==> src/rtl/program_word_loader_if.sv <==
// Instruction-field handshake and program-memory write port shared by the
// boot/test sequencer (master) and the program word loader (slave).
interface program_word_loader_if #(
  parameter int unsigned ADDR_W = 8
);
  logic              in_valid;
  logic              in_ready;
  logic [1:0]        in_fmt;
  logic [5:0]        in_opc;
  logic [1:0]        in_rsel;
  logic [3:0]        in_imm;
  logic              mem_we;
  logic [ADDR_W-1:0] mem_addr;
  logic [7:0]        mem_wdata;
  logic [7:0]        mem_rdata;

  modport master (
    output in_valid, in_fmt, in_opc, in_rsel, in_imm, mem_rdata,
    input  in_ready, mem_we, mem_addr, mem_wdata
  );

  modport slave (
    input  in_valid, in_fmt, in_opc, in_rsel, in_imm, mem_rdata,
    output in_ready, mem_we, mem_addr, mem_wdata
  );
endinterface

==> src/rtl/program_word_loader.sv <==
// Encodes symbolic instruction fields into 8-bit ISA words and writes them to
// program memory from address 0. Optional read-back check: LOADER_VERIFY_EN.
module program_word_loader #(
  parameter int unsigned ADDR_W = 8
) (
  input  logic                    clk,
  input  logic                    reset_n,
  input  logic                    start,
  input  logic                    abort,
  program_word_loader_if.slave    bus,
  output logic [ADDR_W:0]         count,
  output logic                    done,
  output logic                    err,
  output logic [2:0]              err_code
);

  localparam logic [ADDR_W-1:0] ADDR_LAST = '1;
  localparam logic [7:0]        HALT_WORD = 8'hFF;

`ifdef LOADER_VERIFY_EN
  typedef enum logic [2:0] {S_IDLE, S_LOAD, S_DONE, S_FAULT, S_VERIFY} state_t;
`else
  typedef enum logic [2:0] {S_IDLE, S_LOAD, S_DONE, S_FAULT} state_t;
`endif

  state_t     state;
  logic [7:0] word_c;
  logic       opc_ok_c;
  logic       imm_ok_c;
  logic       halt_c;
  logic       accept_c;

`ifdef LOADER_VERIFY_EN
  logic       vphase;
  logic       halt_pend;
`else
  logic [ADDR_W-1:0] wr_addr_c;
  // address the next accepted word lands on, accounting for a write in flight
  assign wr_addr_c = bus.mem_addr + ADDR_W'(bus.mem_we);
`endif

  assign accept_c = bus.in_valid && bus.in_ready;
  assign halt_c   = (bus.in_fmt == 2'd3);

  // Field encoding and per-format opcode/immediate legality
  always_comb begin
    word_c   = 8'h00;
    opc_ok_c = 1'b0;
    imm_ok_c = 1'b1;
    case (bus.in_fmt)
      2'd0: begin
        word_c   = {bus.in_opc[2:0], bus.in_imm[2:0], bus.in_rsel};
        opc_ok_c = bus.in_opc[2:0] inside {3'b100, 3'b101, 3'b000, 3'b001};
        imm_ok_c = !bus.in_imm[3];
      end
      2'd1: begin
        word_c   = {bus.in_opc[3:0], bus.in_imm};
        opc_ok_c = bus.in_opc[3:0] inside {4'b0100, 4'b0101, 4'b0111};
      end
      2'd2: begin
        word_c   = {bus.in_opc, bus.in_rsel};
        opc_ok_c = bus.in_opc inside {6'b011000, 6'b110000, 6'b110001, 6'b110010};
      end
      default: begin
        word_c   = HALT_WORD;
        opc_ok_c = 1'b1;
      end
    endcase
  end

  always_ff @(posedge clk) begin
    if (!reset_n) begin
      state         <= S_IDLE;
      bus.in_ready  <= 1'b0;
      bus.mem_we    <= 1'b0;
      bus.mem_addr  <= '0;
      bus.mem_wdata <= 8'h00;
      count         <= '0;
      done          <= 1'b0;
      err           <= 1'b0;
      err_code      <= 3'd0;
`ifdef LOADER_VERIFY_EN
      vphase        <= 1'b0;
      halt_pend     <= 1'b0;
`endif
    end else begin
      bus.mem_we <= 1'b0;
`ifndef LOADER_VERIFY_EN
      // bookkeeping for the word strobed this cycle; the address never wraps
      if (bus.mem_we) begin
        count <= count + (ADDR_W+1)'(1);
        if (bus.mem_addr != ADDR_LAST) bus.mem_addr <= bus.mem_addr + ADDR_W'(1);
      end
`endif
      case (state)
        S_IDLE, S_DONE, S_FAULT: begin
          if (start) begin
            state        <= S_LOAD;
            bus.in_ready <= 1'b1;
            bus.mem_addr <= '0;
            count        <= '0;
            done         <= 1'b0;
            err          <= 1'b0;
            err_code     <= 3'd0;
          end
        end
        S_LOAD: begin
          if (accept_c) begin
            if (!opc_ok_c) begin
              state        <= S_FAULT;
              bus.in_ready <= 1'b0;
              err          <= 1'b1;
              err_code     <= 3'd1;
            end else if (!imm_ok_c) begin
              state        <= S_FAULT;
              bus.in_ready <= 1'b0;
              err          <= 1'b1;
              err_code     <= 3'd2;
            end else begin
              bus.mem_we    <= 1'b1;
              bus.mem_wdata <= word_c;
`ifdef LOADER_VERIFY_EN
              state        <= S_VERIFY;
              bus.in_ready <= 1'b0;
              vphase       <= 1'b0;
              halt_pend    <= halt_c;
`else
              if (halt_c) begin
                state        <= S_DONE;
                bus.in_ready <= 1'b0;
                done         <= 1'b1;
              end else if (wr_addr_c == ADDR_LAST) begin
                state        <= S_FAULT;
                bus.in_ready <= 1'b0;
                err          <= 1'b1;
                err_code     <= 3'd3;
              end
`endif
            end
          end
        end
`ifdef LOADER_VERIFY_EN
        // read data for the held address arrives on the second cycle
        S_VERIFY: begin
          vphase <= 1'b1;
          if (vphase) begin
            if (bus.mem_rdata != bus.mem_wdata) begin
              state    <= S_FAULT;
              err      <= 1'b1;
              err_code <= 3'd4;
            end else begin
              count <= count + (ADDR_W+1)'(1);
              if (bus.mem_addr != ADDR_LAST) bus.mem_addr <= bus.mem_addr + ADDR_W'(1);
              if (halt_pend) begin
                state <= S_DONE;
                done  <= 1'b1;
              end else if (bus.mem_addr == ADDR_LAST) begin
                state    <= S_FAULT;
                err      <= 1'b1;
                err_code <= 3'd3;
              end else begin
                state        <= S_LOAD;
                bus.in_ready <= 1'b1;
              end
            end
          end
        end
`endif
        default: state <= S_IDLE;
      endcase
      // abort overrides everything, including a strobe scheduled for next cycle
      if (abort) begin
        state        <= S_IDLE;
        bus.in_ready <= 1'b0;
        bus.mem_we   <= 1'b0;
        done         <= 1'b0;
        err          <= 1'b0;
        err_code     <= 3'd0;
      end
    end
  end

endmodule

==> src/flat_wrapper.sv <==
// flat-port wrapper written by rule: the top's interface ports become plain ports
module program_word_loader_flat 
#(
  parameter int unsigned ADDR_W = 8
)
  (clk, reset_n, start, abort, count, done, err, err_code, bus_in_valid, bus_in_fmt, bus_in_opc, bus_in_rsel, bus_in_imm, bus_mem_rdata, bus_in_ready, bus_mem_we, bus_mem_addr, bus_mem_wdata);
  program_word_loader_if #(.ADDR_W(ADDR_W)) bus_i ();
  input  logic clk;
  input  logic reset_n;
  input  logic start;
  input  logic abort;
  output logic [ADDR_W:0] count;
  output logic done;
  output logic err;
  output logic [2:0] err_code;
  input wire logic [$bits(bus_i.in_valid)-1:0] bus_in_valid;
  input wire logic [$bits(bus_i.in_fmt)-1:0] bus_in_fmt;
  input wire logic [$bits(bus_i.in_opc)-1:0] bus_in_opc;
  input wire logic [$bits(bus_i.in_rsel)-1:0] bus_in_rsel;
  input wire logic [$bits(bus_i.in_imm)-1:0] bus_in_imm;
  input wire logic [$bits(bus_i.mem_rdata)-1:0] bus_mem_rdata;
  output wire logic [$bits(bus_i.in_ready)-1:0] bus_in_ready;
  output wire logic [$bits(bus_i.mem_we)-1:0] bus_mem_we;
  output wire logic [$bits(bus_i.mem_addr)-1:0] bus_mem_addr;
  output wire logic [$bits(bus_i.mem_wdata)-1:0] bus_mem_wdata;
  assign bus_i.in_valid = bus_in_valid;
  assign bus_i.in_fmt = bus_in_fmt;
  assign bus_i.in_opc = bus_in_opc;
  assign bus_i.in_rsel = bus_in_rsel;
  assign bus_i.in_imm = bus_in_imm;
  assign bus_i.mem_rdata = bus_mem_rdata;
  assign bus_in_ready = bus_i.in_ready;
  assign bus_mem_we = bus_i.mem_we;
  assign bus_mem_addr = bus_i.mem_addr;
  assign bus_mem_wdata = bus_i.mem_wdata;
  program_word_loader #(.ADDR_W(ADDR_W)) u_core (.clk(clk), .reset_n(reset_n), .start(start), .abort(abort), .bus(bus_i), .count(count), .done(done), .err(err), .err_code(err_code));
endmodule
==> config.mk <==
export PLATFORM = sky130hd
export DESIGN_NAME = program_word_loader_flat
export DESIGN_NICKNAME = d
export VERILOG_FILES = /design/src/rtl/program_word_loader_if.sv /design/src/rtl/program_word_loader.sv /design/src/flat_wrapper.sv
export SDC_FILE = /design/constraint.sdc
export NUM_CORES = 1
export LEC_CHECK = 0
export ABC_AREA = 1
export BUFFER_PORTS_ARGS = -buffer_cell sky130_fd_sc_hd__buf_2
export CORE_MARGIN = 4
export CORE_UTILIZATION = 35
export DETAILED_ROUTE_END_ITERATION = 12
export PLACE_DENSITY = 0.7
export SETUP_SLACK_MARGIN = 0.2
export SYNTH_ARGS = -nofsm -noshare
export SYNTH_HDL_FRONTEND = slang
export SYNTH_SLANG_ARGS = --single-unit
==> constraint.sdc <==
create_clock -name clk -period 2.4 [get_ports clk]
set_input_delay 0.72 -clock clk [delete_from_list [all_inputs] [get_ports clk]]
set_output_delay 0.72 -clock clk [all_outputs]
set_load 0.1 [all_outputs]
# After elaboration in Yosys (flattened, before gate mapping)
# Index checks and enable logic that the tools add are counted.
[op_classes]
n_bitwise = 4
n_addsub = 3
mux = 43
reduce_logical = 17
n_eq_ne = 26
[op_table]
columns = ["operator", "count"]
rows = [
  ["3-bit 2-to-1 mux", 11],
  ["8-bit 2-to-1 mux", 4],
  ["9-bit 2-to-1 mux", 3],
  ["8-bit one-hot mux with 3 select lines", 1],
  ["6-bit equality test (second input constant)", 3],
  ["1-bit 2-to-1 mux", 18],
  ["4-bit by 3-bit equality test with 1-bit output (second input constant)", 3],
  ["3-bit one-hot mux with 2 select lines", 2],
  ["9-bit by 1-bit adder with 9-bit output (second input constant)", 1],
  ["8-bit by 1-bit adder with 8-bit output", 1],
  ["8-bit by 1-bit adder with 8-bit output (second input constant)", 1],
  ["8-bit equality test (second input constant)", 1],
  ["2-bit by 1-bit inequality test with 1-bit output (second input constant)", 4],
  ["4-bit inequality test (second input constant)", 2],
  ["8-bit inequality test (second input constant)", 1],
  ["4-bit AND reduction", 2],
  ["4-bit nonzero test", 2],
  ["3-bit by 1-bit equality test with 1-bit output (second input constant)", 2],
  ["3-bit by 2-bit equality test with 1-bit output (second input constant)", 2],
  ["3-bit equality test (second input constant)", 2],
  ["6-bit by 5-bit equality test with 1-bit output (second input constant)", 1],
  ["3-bit zero test", 2],
  ["1-bit one-hot mux with 2 select lines", 3],
  ["6-bit AND reduction", 1],
  ["16 further kinds", 20],
]
[totals]
in_bits = 27
word_cells = 102
ff_bits = 35
out_inout_bits = 32

# Longest topological paths before layout
# Gate-level depths: netlist of the first run.
[logic_depth]
word_depth = 8
ltp_mapped = 12
depth_no_buf = 12

# Least setup slack after synthesis of the first run
# No wires, ideal clock.
[synth_timing]
path_kind = "register -> register"
start = "register u_core.bus.mem_we"
end = "register u_core.state[1]"
path_buffers = 0
path_slack_ns = -0.007
t_arrival_ns = 2.293
setup_ns = 0.114
path_stages_with_launch = 13
t_required_ns = 2.286
period_less_slack_ns = 2.407
cell_sequence = "dfxtp_1 ha_1 ha_1 nand2_1 inv_1 nand2_1 nor2_1 nand3_1 nand2_1 o21ai_2 nand2_1 o21bai_1 inv_1"
[synth_between]
elab_chain_len = 4
[synth_rtl]
columns = ["element", "line_no", "source"]
rows = [
  ["from (decl)", "program_word_loader_if.sv:24", "output in_ready, mem_we, mem_addr, mem_wdata"],
  ["from (signal assigned)", "program_word_loader.sv:75", "bus.mem_we <= 1'b0;"],
  ["from (signal assigned)", "program_word_loader.sv:87", "bus.mem_we <= 1'b0;"],
  ["from (signal assigned)", "program_word_loader.sv:120", "bus.mem_we <= 1'b1;"],
  ["8-bit by 1-bit adder with 8-bit output", "program_word_loader.sv:39", "assign wr_addr_c = bus.mem_addr + ADDR_W'(bus.mem_we);"],
  ["8-bit equality test", "program_word_loader.sv:132", "end else if (wr_addr_c == ADDR_LAST) begin"],
  ["5-bit inequality test (no source line)", "--", ""],
  ["3-bit AND reduction (no source line)", "--", ""],
  ["to (signal assigned)", "program_word_loader.sv:73", "state <= S_IDLE;"],
  ["to (signal assigned)", "program_word_loader.sv:129", "state <= S_DONE;"],
  ["to (signal assigned)", "program_word_loader.sv:133", "state <= S_FAULT;"],
  ["to (decl)", "program_word_loader.sv:26", "state_t state;"],
]
# Every way passes these cells.
# A chain may end at the register's enable or synchronous reset.

# Worst setup path after layout of the first run
[layout_timing]
start = "register u_core.bus.mem_addr[1]"
end = "output port bus_mem_addr[1]"
[layout_rtl]
columns = ["element", "line_no", "source"]
rows = [
  ["from (decl)", "program_word_loader_if.sv:24", ""],
  ["from (signal assigned)", "program_word_loader.sv:92", "if (bus.mem_addr != ADDR_LAST) bus.mem_addr <= bus.mem_addr + ADDR_W'(1);"],
  ["to (decl)", "flat_wrapper.sv:24", "output wire logic [$bits(bus_i.mem_addr)-1:0] bus_mem_addr;"],
]
# No word-level cell between the ends.

==> out/metrics.cfg, run 1 <==
[place]
port_buffers=49
gp_congestion=0.8849
dp_hpwl_mm=3.082
dpl.cell_count=368

[logic_synthesis]
synth_fa_ha_area_share_pct=2.768
yosys_register_bits=33
synth_compound_area_share_pct=15.64
synth-xor-area-share_pct=1.938
synthSimpleGateAreaFrac_pct=32.53
yosysWarningCount=0
syn-num-nets=286
synthesis.area_sq_mm=0.001808
synthMuxAreaShare_pct=0
synth-seq-area-share_pct=36.54
avgSynthCellArea_sq_um=7.090
synth_top_family_by_area=simple AND/OR/NAND/NOR gates
synth_cells=255
ys_types=35

[clock_network]
clock_latency_ps=280
numCtsBuffers=5
clkTransAtPathRegs_ps=60
post_cts_resized=0
ctsHoldBuffers=0
max-clock-path-buffers=2
cts_tree=done
cts_root_buf=clkbuf_8
htree_levels=2
post_cts_buffers=0
clock-sinks=33

[setup_path]
r2r_setup_slack_ps=640
critPathSlowestCell=buf_2
end_kind=output pin
slowest_delay_ps=480
crit_family=buffers and inverters
arrival_ps=1230
path_max_fanout=8
cp.required_ps=1680
path_class=reg2out
crit_buf_inv=1
cp-start-kind=flip-flop
crit_chain=buf_2

[min_path]
min_path_type=reg2reg

[global_routing]
grt_max_degree=18
grt-ovfl-total=0
antenna_found_initial=0
grt_pass1_vias=1494
grt_pass1_wl_mm=6.472
track_usage_pct=12.71

[floorplanning]
ioPinCount=59
die_w_microns=79.87
dieArea_sq_mm=0.006379
fp.dieH_microns=79.87
rows=25
initial_utilization_pct=37.29
core_sq_mm=0.004848

[cells_and_area]
regArea_sq_um=663.1
multi_input_area_sq_um=959.7
fin_nets=339
nFillCells=518
synthToLayoutAreaGrowth_pct=21.25
drive_gt1_share_pct=26.86
fin_cells=376
n_antenna_cell=0

[drt]
drc=0
firstDrtPassIters=4
routed_wl_mm=3.907
viasPerCell=4.665
ant_nets=0
drt_iter0_drc=65
wl_per_cell_microns=10.39
vias=1754

[sta]
finClkSkew_ps=3.254
rsz0062_at_grt=no
hold_viol_final=0
achievable-frequency_ghz=0.5128
min_period_ps=1950
fin_tns_setup_ps=0
setup_violations=0
drv_slew=0
timing.final.crit_share_pct=81.25

[power]
vdd_drop_max_v=0.0002709
p_total_uw=1082
power_density_mw_per_mm2=493.5
p_leak_uw=0.001056

[run]
max_cap_violations=0

[run_status]
status=completed

worst min-delay path: cells and delay by family, from the launching register on:
| family | cells | cell delay, ps |
|---|---|---|
| compound gates | 1 | 50 |
| buf+inv | 1 | 50 |
| flops | 1 | 310 |
final timing paths:
kind,startpoint,to,cells after the start
worst min-delay path,u_core.bus.mem_wdata[4],u_core.bus.mem_wdata[4],2
worst min register to register,u_core.bus.mem_wdata[4],u_core.bus.mem_wdata[4],2
worst max-delay path,u_core.bus.mem_addr[1],bus_mem_addr[1],1
worst max register to register,u_core.bus.mem_we,u_core.state[1],12
where the power goes:
part / switching, uW / total (uW) / internal [uW]
registers: 2.21 / 554 / 551
logic: 94.1 / 134 / 39.6
clock network: 194 / 394 / 201
cell usage after synthesis:
cell type / count / area (sq um)
nor3b_1: 2 / 15.01
nand2_1: 49 / 183.9
o21ai_1: 2 / 10.01
or2_2: 1 / 6.260
o2111ai_1: 2 / 17.52
o22ai_1: 2 / 12.51
a31oi_1: 1 / 6.260
nand3_1: 16 / 80.08
nor2_4: 4 / 45.04
o21bai_1: 2 / 15.01
buf_4: 2 / 15.01
xnor2_1: 1 / 8.760
nand2_2: 6 / 37.54
inv_2: 3 / 11.26
o21ai_2: 2 / 17.52
o211ai_1: 4 / 30.03
ha_1: 4 / 50.05
nand3_4: 1 / 17.52
nor3_1: 3 / 15.01
xor2_1: 3 / 26.28
nor2_1: 25 / 93.84
dfxtp_1: 33 / 660.6
nand4_1: 2 / 12.51
and2_1: 2 / 12.51
nand4_2: 1 / 12.51
a21oi_2: 1 / 8.760
nand2_4: 1 / 11.26
a21oi_1: 17 / 85.08
nor4_1: 1 / 6.260
inv_1: 39 / 146.4
nand3_2: 2 / 20.02
nor2_2: 3 / 18.77
conb_1: 1 / 3.750
o21ai_0: 16 / 80.08
buf_8: 1 / 15.01
cells in the final DEF, fill, tap and decap left out, types with 2 or more instances in the layout:
master / instances
clkbuf_8: 5
nand3_2: 2
o21bai_1: 2
nand4_1: 2
o21ai_2: 2
o22ai_1: 2
inv_1: 39
nand2_2: 6
dfxtp_1: 31
and2_1: 2
o211ai_1: 4
o2111ai_1: 2
o21ai_0: 16
inv_2: 3
nand3_1: 16
nor2_1: 25
clkinv_2: 2
ha_1: 4
a21oi_1: 17
o21ai_1: 2
nor2_4: 4
nand2_1: 49
nor3b_1: 2
dfxtp_2: 2
buf_2: 49
nor3_1: 3
xor2_1: 3
nor2_2: 3
flip-flops by register name, indices dropped and copies added (netlist names):
register / flops
u_core.done: 1
u_core.err: 1
u_core.err_code: 2
u_core.bus.mem_we: 1
u_core.bus.mem_addr: 8
u_core.bus.mem_wdata: 8
u_core.bus.in_ready: 1
u_core.state: 2
u_core.count: 9
cell families (layout without fill, tap and decap cells):
| group | after synthesis | in the layout |
|---|---|---|
| compound gates | 49 | 49 |
| xor+xnor | 4 | 4 |
| fa+ha+maj | 4 | 4 |
| buf+inv | 45 | 99 |
| flops | 33 | 33 |
| other cells | 1 | 1 |
| simple gates | 119 | 119 |
metrics by stage:
stage                     hold slack, ps  instance area, sq um  util [%]  worst slack [ps]
final                              445.3                  2192     45.21             450.0
after floorplan                    491.9                  1810         -             201.5
after global routing               454.0                  2192     45.21             364.2
after detailed placement           438.4                  2110     43.51             422.6
after global placement             431.8                  2110     43.51             437.6
after CTS                          448.5                  2192     45.21             441.6
area by class of cell:
class	count	area share, %
multi-input combinational	177	43.78
sequential	33	30.25
clock inverter	2	0.4566
inverter	42	7.192
timing repair buffer	49	11.19
clock buffer	6	3.311
tap	67	3.824
layer usage:
metal  part of all wire, %  vias to the layer above  global-route usage, %
met5                     0                        -                      0
met4                   1.2                        0                  4.054
met3                   6.7                        6                  3.837
met1                    49                      767                  16.68
li1                      -                      934                      -
met2                    43                       47                  19.87
Power figures use the tool's default switching activity.
==> run 2: changes to the inputs <==
--- a/config.mk
+++ b/config.mk
@@ -10,7 +10,7 @@
 export CORE_MARGIN = 4
 export CORE_UTILIZATION = 35
 export DETAILED_ROUTE_END_ITERATION = 12
-export PLACE_DENSITY = 0.7
+export PLACE_DENSITY = 0.72
 export SETUP_SLACK_MARGIN = 0.2
 export SYNTH_ARGS = -nofsm -noshare
 export SYNTH_HDL_FRONTEND = slang
==> constraint.sdc (replaced) <==
create_clock -name clk -period 1.6 [get_ports clk]
set_input_delay 0.48 -clock clk [delete_from_list [all_inputs] [get_ports clk]]
set_output_delay 0.48 -clock clk [all_outputs]
set_load 0.1 [all_outputs]
==> run 2 against run 1 <==
Critical path depth grew 10. Register-to-register slack worse by 620 ps. Non-clock buffer count rose by 45. Highest routed layer unchanged. Core utilization increased by 20 points. Flip-flop and latch count is the same. First-iteration DRC count is the same. Largest cell class unchanged. Sequential share of layout area fell by 7.4 points. Setup slack got worse by 430 ps. Final cell count up 12%. Clock skew is essentially flat.
==> out/metrics.cfg, run 2 (synthesis gave the netlist of run 1 again) <==
[setup_path]
arrival_ps=1750  ; +520 ps
r2r-start=u_core.bus.mem_addr[0]
end_kind=flip-flop
r2r-end=u_core.err_code[1]
r2r_cells=11  ; -1
cp-start-kind=flip-flop
cp.required_ps=1770  ; +90 ps
path_class=reg2reg
r2r_setup_slack_ps=20  ; -620 ps
path_max_fanout=4  ; -4

[place]
port_buffers=49  ; unchanged
dp_hpwl_mm=3.409  ; +11%
gp_congestion=0.8709  ; -1.6%

[clock_network]
ctsHoldBuffers=0  ; unchanged
htree_levels=2  ; unchanged
clkTransAtPathRegs_ps=70  ; about the same
max-clock-path-buffers=2  ; unchanged
numCtsBuffers=5  ; unchanged
clock-sinks=33  ; unchanged
cts_tree=done
clock_latency_ps=280  ; about the same
cts_root_buf=clkbuf_8

[global_routing]
grt_pass1_wl_mm=7.417  ; +15%
grt-ovfl-total=0  ; unchanged
grt_max_degree=15  ; -3
track_usage_pct=14.53  ; +1.8 points
antenna_found_initial=0  ; unchanged
grt_pass1_vias=1802  ; +21%

[min_path]
holdCritStartpoint=u_core.count[8]
min_path_type=reg2reg
hold_end=u_core.count[8]
whs_path_depth=1  ; -1

[sta]
min_period_ps=1579
drv_slew=0  ; unchanged
setup_violations=0  ; unchanged
achievable-frequency_ghz=0.6334
timing.final.crit_share_pct=98.67
rsz0062_at_grt=yes
hold_viol_final=0  ; unchanged
finClkSkew_ps=3.697  ; +0.4427 ps
timing.hold.ws_ps=442.1  ; -3.223 ps

[drt]
firstDrtPassIters=4  ; unchanged
routed_wl_mm=5.148  ; +32%
viasPerCell=4.777  ; +2.4%
ant_nets=0  ; unchanged
wl_per_cell_microns=12.23  ; +18%
vias=2011  ; +15%
drt_iter0_drc=65  ; unchanged
drc=0  ; unchanged

[run_status]
status=completed

[floorplanning]
die_w_microns=79.87  ; unchanged
ioPinCount=59  ; unchanged
fp.dieH_microns=79.87  ; unchanged
core_sq_mm=0.004848  ; unchanged
initial_utilization_pct=37.29  ; unchanged
rows=25  ; unchanged
dieArea_sq_mm=0.006379  ; unchanged

[cells_and_area]
layout_common_cells=buf_4, nand2_1, buf_6
synthToLayoutAreaGrowth_pct=76.12
drive_gt1_share_pct=60.17  ; +33 points
fin_util_pct=65.68  ; +20 points
top_regs=u_core.count x9, u_core.bus.mem_addr x8, u_core.bus.mem_wdata x8
top_register=u_core.count
nFillCells=378  ; -27%
fin_nets=384  ; +13%
n_antenna_cell=0  ; unchanged
regArea_sq_um=726.9  ; +9.6%
layout_commonest_cell=buf_4
multi_input_area_sq_mm=0.001234  ; +29%
largest_reg_flops=9  ; unchanged

[power]
vdd_drop_max_v=0.0003365  ; +24%
p_leak_uw=0.001395  ; +32%
power_density_mw_per_mm2=527.1  ; +6.8%

[run]
max_cap_violations=0  ; unchanged

-- run 2: what timing repair did --
action | CTS | global route
pin swaps | 6 | 30
setup endpoints to repair | 45 | 44
setup buffers | 9 | 19
resized for setup | 57 | 96
-- run 2: worst max-delay path: stages (launching register included) --
cell and delay [ps]:
dfxtp_4 360, ha_4 160, ha_4 250, nand2_2 40, inv_2 40, nand2_2 40, nor2_2 90, nand3_2 140
nand4_4 120, nand2_4 80, nand2_1 90, a21oi_2 50
-- run 2: layout make-up --
| class | instances | area share, % |
|---|---|---|
| clock inverters | 2 | 0.3143 |
| well taps | 67 | 2.633 |
| flip-flops and latches | 33 | 22.83 |
| multi-input cells | 177 | 38.74 |
| clock buffers | 6 | 2.279 |
| repair buffers | 94 | 27.90 |
| inverters | 42 | 5.305 |
-- run 2: worst max path at each step --
stage	from	endpoint	slack [ps]	cells after the start
3_3_place_gp	bus_in_fmt[0]	u_core.bus.mem_wdata[6]	-90	8
2_1_floorplan	u_core.bus.mem_we	u_core.state[1]	-110	12
3_5_place_dp	bus_in_fmt[0]	u_core.bus.mem_wdata[6]	-110	8
6_report	u_core.bus.mem_addr[0]	u_core.err_code[1]	20	11
5_1_grt	u_core.bus.mem_addr[0]	u_core.err_code[1]	-60	11
4_1_cts	u_core.bus.mem_addr[0]	u_core.err	20	11
-- run 2: per-layer routing --
layer  up-vias  share of wire, %  routed length [microns]  GRT usage (%)
met5         -                 0                        0              0
met4         0               2.4                      125          5.574
met3        19               5.4                      276          3.837
met2        61                52                     2669          26.13
met1       903                40                     2077          16.22
li1       1028                 -                        -              -
-- run 2: through the flow --
step	setup TNS, ps	total power, uW	area [sq um]	instances	worst slack [ps]
detailed placement	-915.7	1062	2397	385	-114.5
floorplan	-360.0	985.0	1933	255	-106.8
finish	0	1678	3184	421	21.23
global route	-286.9	1767	3184	421	-60.41
CTS	0	1667	2709	402	23.51
global placement	-619.7	1059	2397	385	-89.10
-- run 2: report_power, final --
part           internal [uW]  total [uW]  leakage (uW)  switching [uW]
combinational            100         269       0.00107             169
sequential               809         813      0.000285            4.47
clock                    301         596     0.0000450             295
==> run 3: changes to the inputs <==
--- a/config.mk
+++ b/config.mk
@@ -8,9 +8,9 @@
 export ABC_AREA = 1
 export BUFFER_PORTS_ARGS = -buffer_cell sky130_fd_sc_hd__buf_2
 export CORE_MARGIN = 4
-export CORE_UTILIZATION = 35
+export CORE_UTILIZATION = 40
 export DETAILED_ROUTE_END_ITERATION = 12
-export PLACE_DENSITY = 0.72
+export PLACE_DENSITY = 0.79
 export SETUP_SLACK_MARGIN = 0.2
 export SYNTH_ARGS = -nofsm -noshare
 export SYNTH_HDL_FRONTEND = slang
==> run 3 against run 2 <==
The flow now finishes with violations (setup timing). Global-route usage increased by 3.5 points. Largest power group is now clock. Wire length is 4.4% higher. Largest cell class unchanged. Design area decreased by 3.4%.
==> out/metrics.cfg, run 3 (synthesis gave the netlist of run 1 again) <==
[run_status]
status=complete, but fails checks
violations=setup timing

[cells_and_area]
fin_area_sq_mm=0.003077  ; -3.4%
layout_commonest_cell=nand2_1
top_regs=u_core.count x9, u_core.bus.mem_addr x8, u_core.bus.mem_wdata x8
nFillCells=316  ; -16%
layout_common_cells=nand2_1, inv_1, buf_4
largest_reg_flops=9  ; unchanged
top_register=u_core.count
n_antenna_cell=0  ; unchanged
fin_nets=375  ; -2.3%
synthToLayoutAreaGrowth_pct=70.17
drive_gt1_share_pct=56.81  ; -3.4 points
fin_cells=397  ; -5.7%

[clock_network]
htree_levels=2  ; unchanged
max-clock-path-buffers=2  ; unchanged
cts_root_buf=clkbuf_8
cts_tree=done
clkTransAtPathRegs_ps=70  ; about the same
numCtsBuffers=5  ; unchanged
clock-sinks=33  ; unchanged
clock_latency_ps=290  ; about the same
ctsHoldBuffers=0  ; unchanged

[global_routing]
track_usage_pct=18.05  ; +3.5 points
gr-max-usage-layer=met2
grt_max_degree=14  ; -1
grt_util_met3_pct=5.340  ; +1.5 points
antenna_found_initial=0  ; unchanged
grt_pass1_wl_mm=7.700  ; +3.8%
grtUsageMet2_pct=34.43  ; +8.3 points
grt.met1_usage_pct=18.41  ; +2.2 points
grt_pass1_vias=1833  ; +1.7%
grt-ovfl-total=0  ; unchanged

[drt]
wl_per_cell_microns=13.53  ; +11%
drc=0  ; unchanged
firstDrtPassIters=4  ; unchanged
ant_nets=0  ; unchanged
routed_wl_mm=5.373  ; +4.4%
vias=1985  ; -1.3%
drt_iter0_drc=93  ; +43%
viasPerCell=5.000  ; +4.7%

[sta]
timing.hold.ws_ps=441.1  ; -1.026 ps
drv_slew=0  ; unchanged
rsz0062_at_grt=yes
achievable-frequency_ghz=0.6190  ; -2.3%
hold_viol_final=0  ; unchanged
setup_violations=1  ; +1
timing.final.crit_share_pct=101.0  ; +2.3 points
min_period_ps=1615  ; +36.70 ps
fin_ws_ps=-15.47  ; -36.70 ps
finClkSkew_ps=4.550  ; +0.8535 ps

[floorplanning]
initial_utilization_pct=41.52  ; +4.2 points
dieArea_sq_mm=0.005660  ; -11%
fp.dieH_microns=75.23  ; -5.8%
ioPinCount=59  ; unchanged
rows=24  ; -4.0%
die_w_microns=75.23  ; -5.8%
core_sq_mm=0.004354  ; -10%

[setup_path]
arrival_ps=1830  ; +80 ps
critPathSlowestCell=dfxtp_4
slowest_delay_ps=360  ; about the same
path_class=reg2reg
end_kind=flip-flop
crit_family=simple AND/OR/NAND/NOR gates
crit_chain=ha_4 > ha_4 > nand2_2 > inv_2 > nand2_2 > nor2_2 > nand3_2 > nand4_4 > nand3_1 > a21oi_2
cp-start-kind=flip-flop
r2r-start=u_core.bus.mem_addr[0]
cp-startpoint=u_core.bus.mem_addr[0]
crit_buf_inv=1  ; unchanged
path_max_fanout=4  ; unchanged
cp.required_ps=1820  ; +50 ps

[min_path]
holdCritStartpoint=u_core.count[8]
min_path_type=reg2reg

[run]
max_cap_violations=0  ; unchanged

[power]
swShare_pct=25.94  ; -2.0 points
p_total_uw=1967  ; +17%
p_int_uw=1456  ; +20%
power_density_mw_per_mm2=639.2  ; +21%
p_comb_share_pct=13.4  ; -2.6 points
pwr-share-seq_pct=41.3  ; -7.2 points
p_switching_uw=510.2  ; +9.0%
vdd_drop_max_v=0.0004064  ; +21%
p_leak_uw=0.001311  ; -6.1%
power.share.clock_pct=45.3  ; +9.8 points

[place]
dpl_cell_area_sq_mm=0.002379  ; -0.78%
gp_congestion=0.8814  ; +1.2%
place_ws_ps=-120.7  ; -6.260 ps
dpl.cell_count=370  ; -3.9%
port_buffers=49  ; unchanged
dp_hpwl_mm=3.370  ; -1.2%

[run 3: cell count changes in the layout (fill, tap and decap cells not counted), sizes merged]
| cell | previous run | this run |
|---|---|---|
| bufinv | 0 | 1 |
| nand3 | 19 | 20 |
| clkinv | 2 | 1 |
| buf | 94 | 84 |
| clkinvlp | 1 | 0 |
| inv | 41 | 42 |
[run 3: metal layers]
metal,share of wire (%),wire length [microns]
met5,0,0
met4,0.99,53
met3,4.6,249
met2,56,3005
met1,38,2065
[run 3: final cells by class]
cell class	instances	area (sq um)	area share [%]
clock buffer	6	93.84	3.050
clock inverter	2	35.03	1.139
inverter	42	157.7	5.124
multi-input combinational	178	1194	38.80
sequential	33	726.9	23.63
tap	52	65.06	2.115
timing repair buffer	84	804.5	26.15
[run 3: worst paths after layout]
path | slack, ps | to | cells after the start
setup / recovery | -20 | u_core.err_code[1] | 10
hold / removal | 440 | u_core.count[8] | 1
setup reg to reg | -20 | u_core.err_code[1] | 10
hold reg to reg | 440 | u_core.count[8] | 1
[run 3: stage by stage]
| stage | util (%) | TNS [ps] |
|---|---|---|
| 6_report | 70.66 | -15.47 |
| 5_1_grt | 70.66 | -282.0 |
| 4_1_cts | 63.45 | 0 |
| 3_5_place_dp | 54.63 | -1095 |
| 3_3_place_gp | 54.63 | -215.8 |
| 2_1_floorplan | - | -360.0 |
[run 3: power by group through the flow]
| stage | clock [uW] | sequential, uW | combinational [uW] |
|---|---|---|---|
| 3_5_place_dp | 0 | 832 | 225 |
| 3_3_place_gp | 0 | 832 | 221 |
| 5_1_grt | 954 | 813 | 287 |
| 2_1_floorplan | 0 | 856 | 129 |
| 4_1_cts | 899 | 813 | 234 |
| 6_report | 890 | 813 | 264 |
[run 3: timing repair]
item	in CTS	in global routing
pin swaps	8	18
cloned	0	1
setup endpoints to repair	47	50
setup buffers	11	7
gates resized for setup	58	76
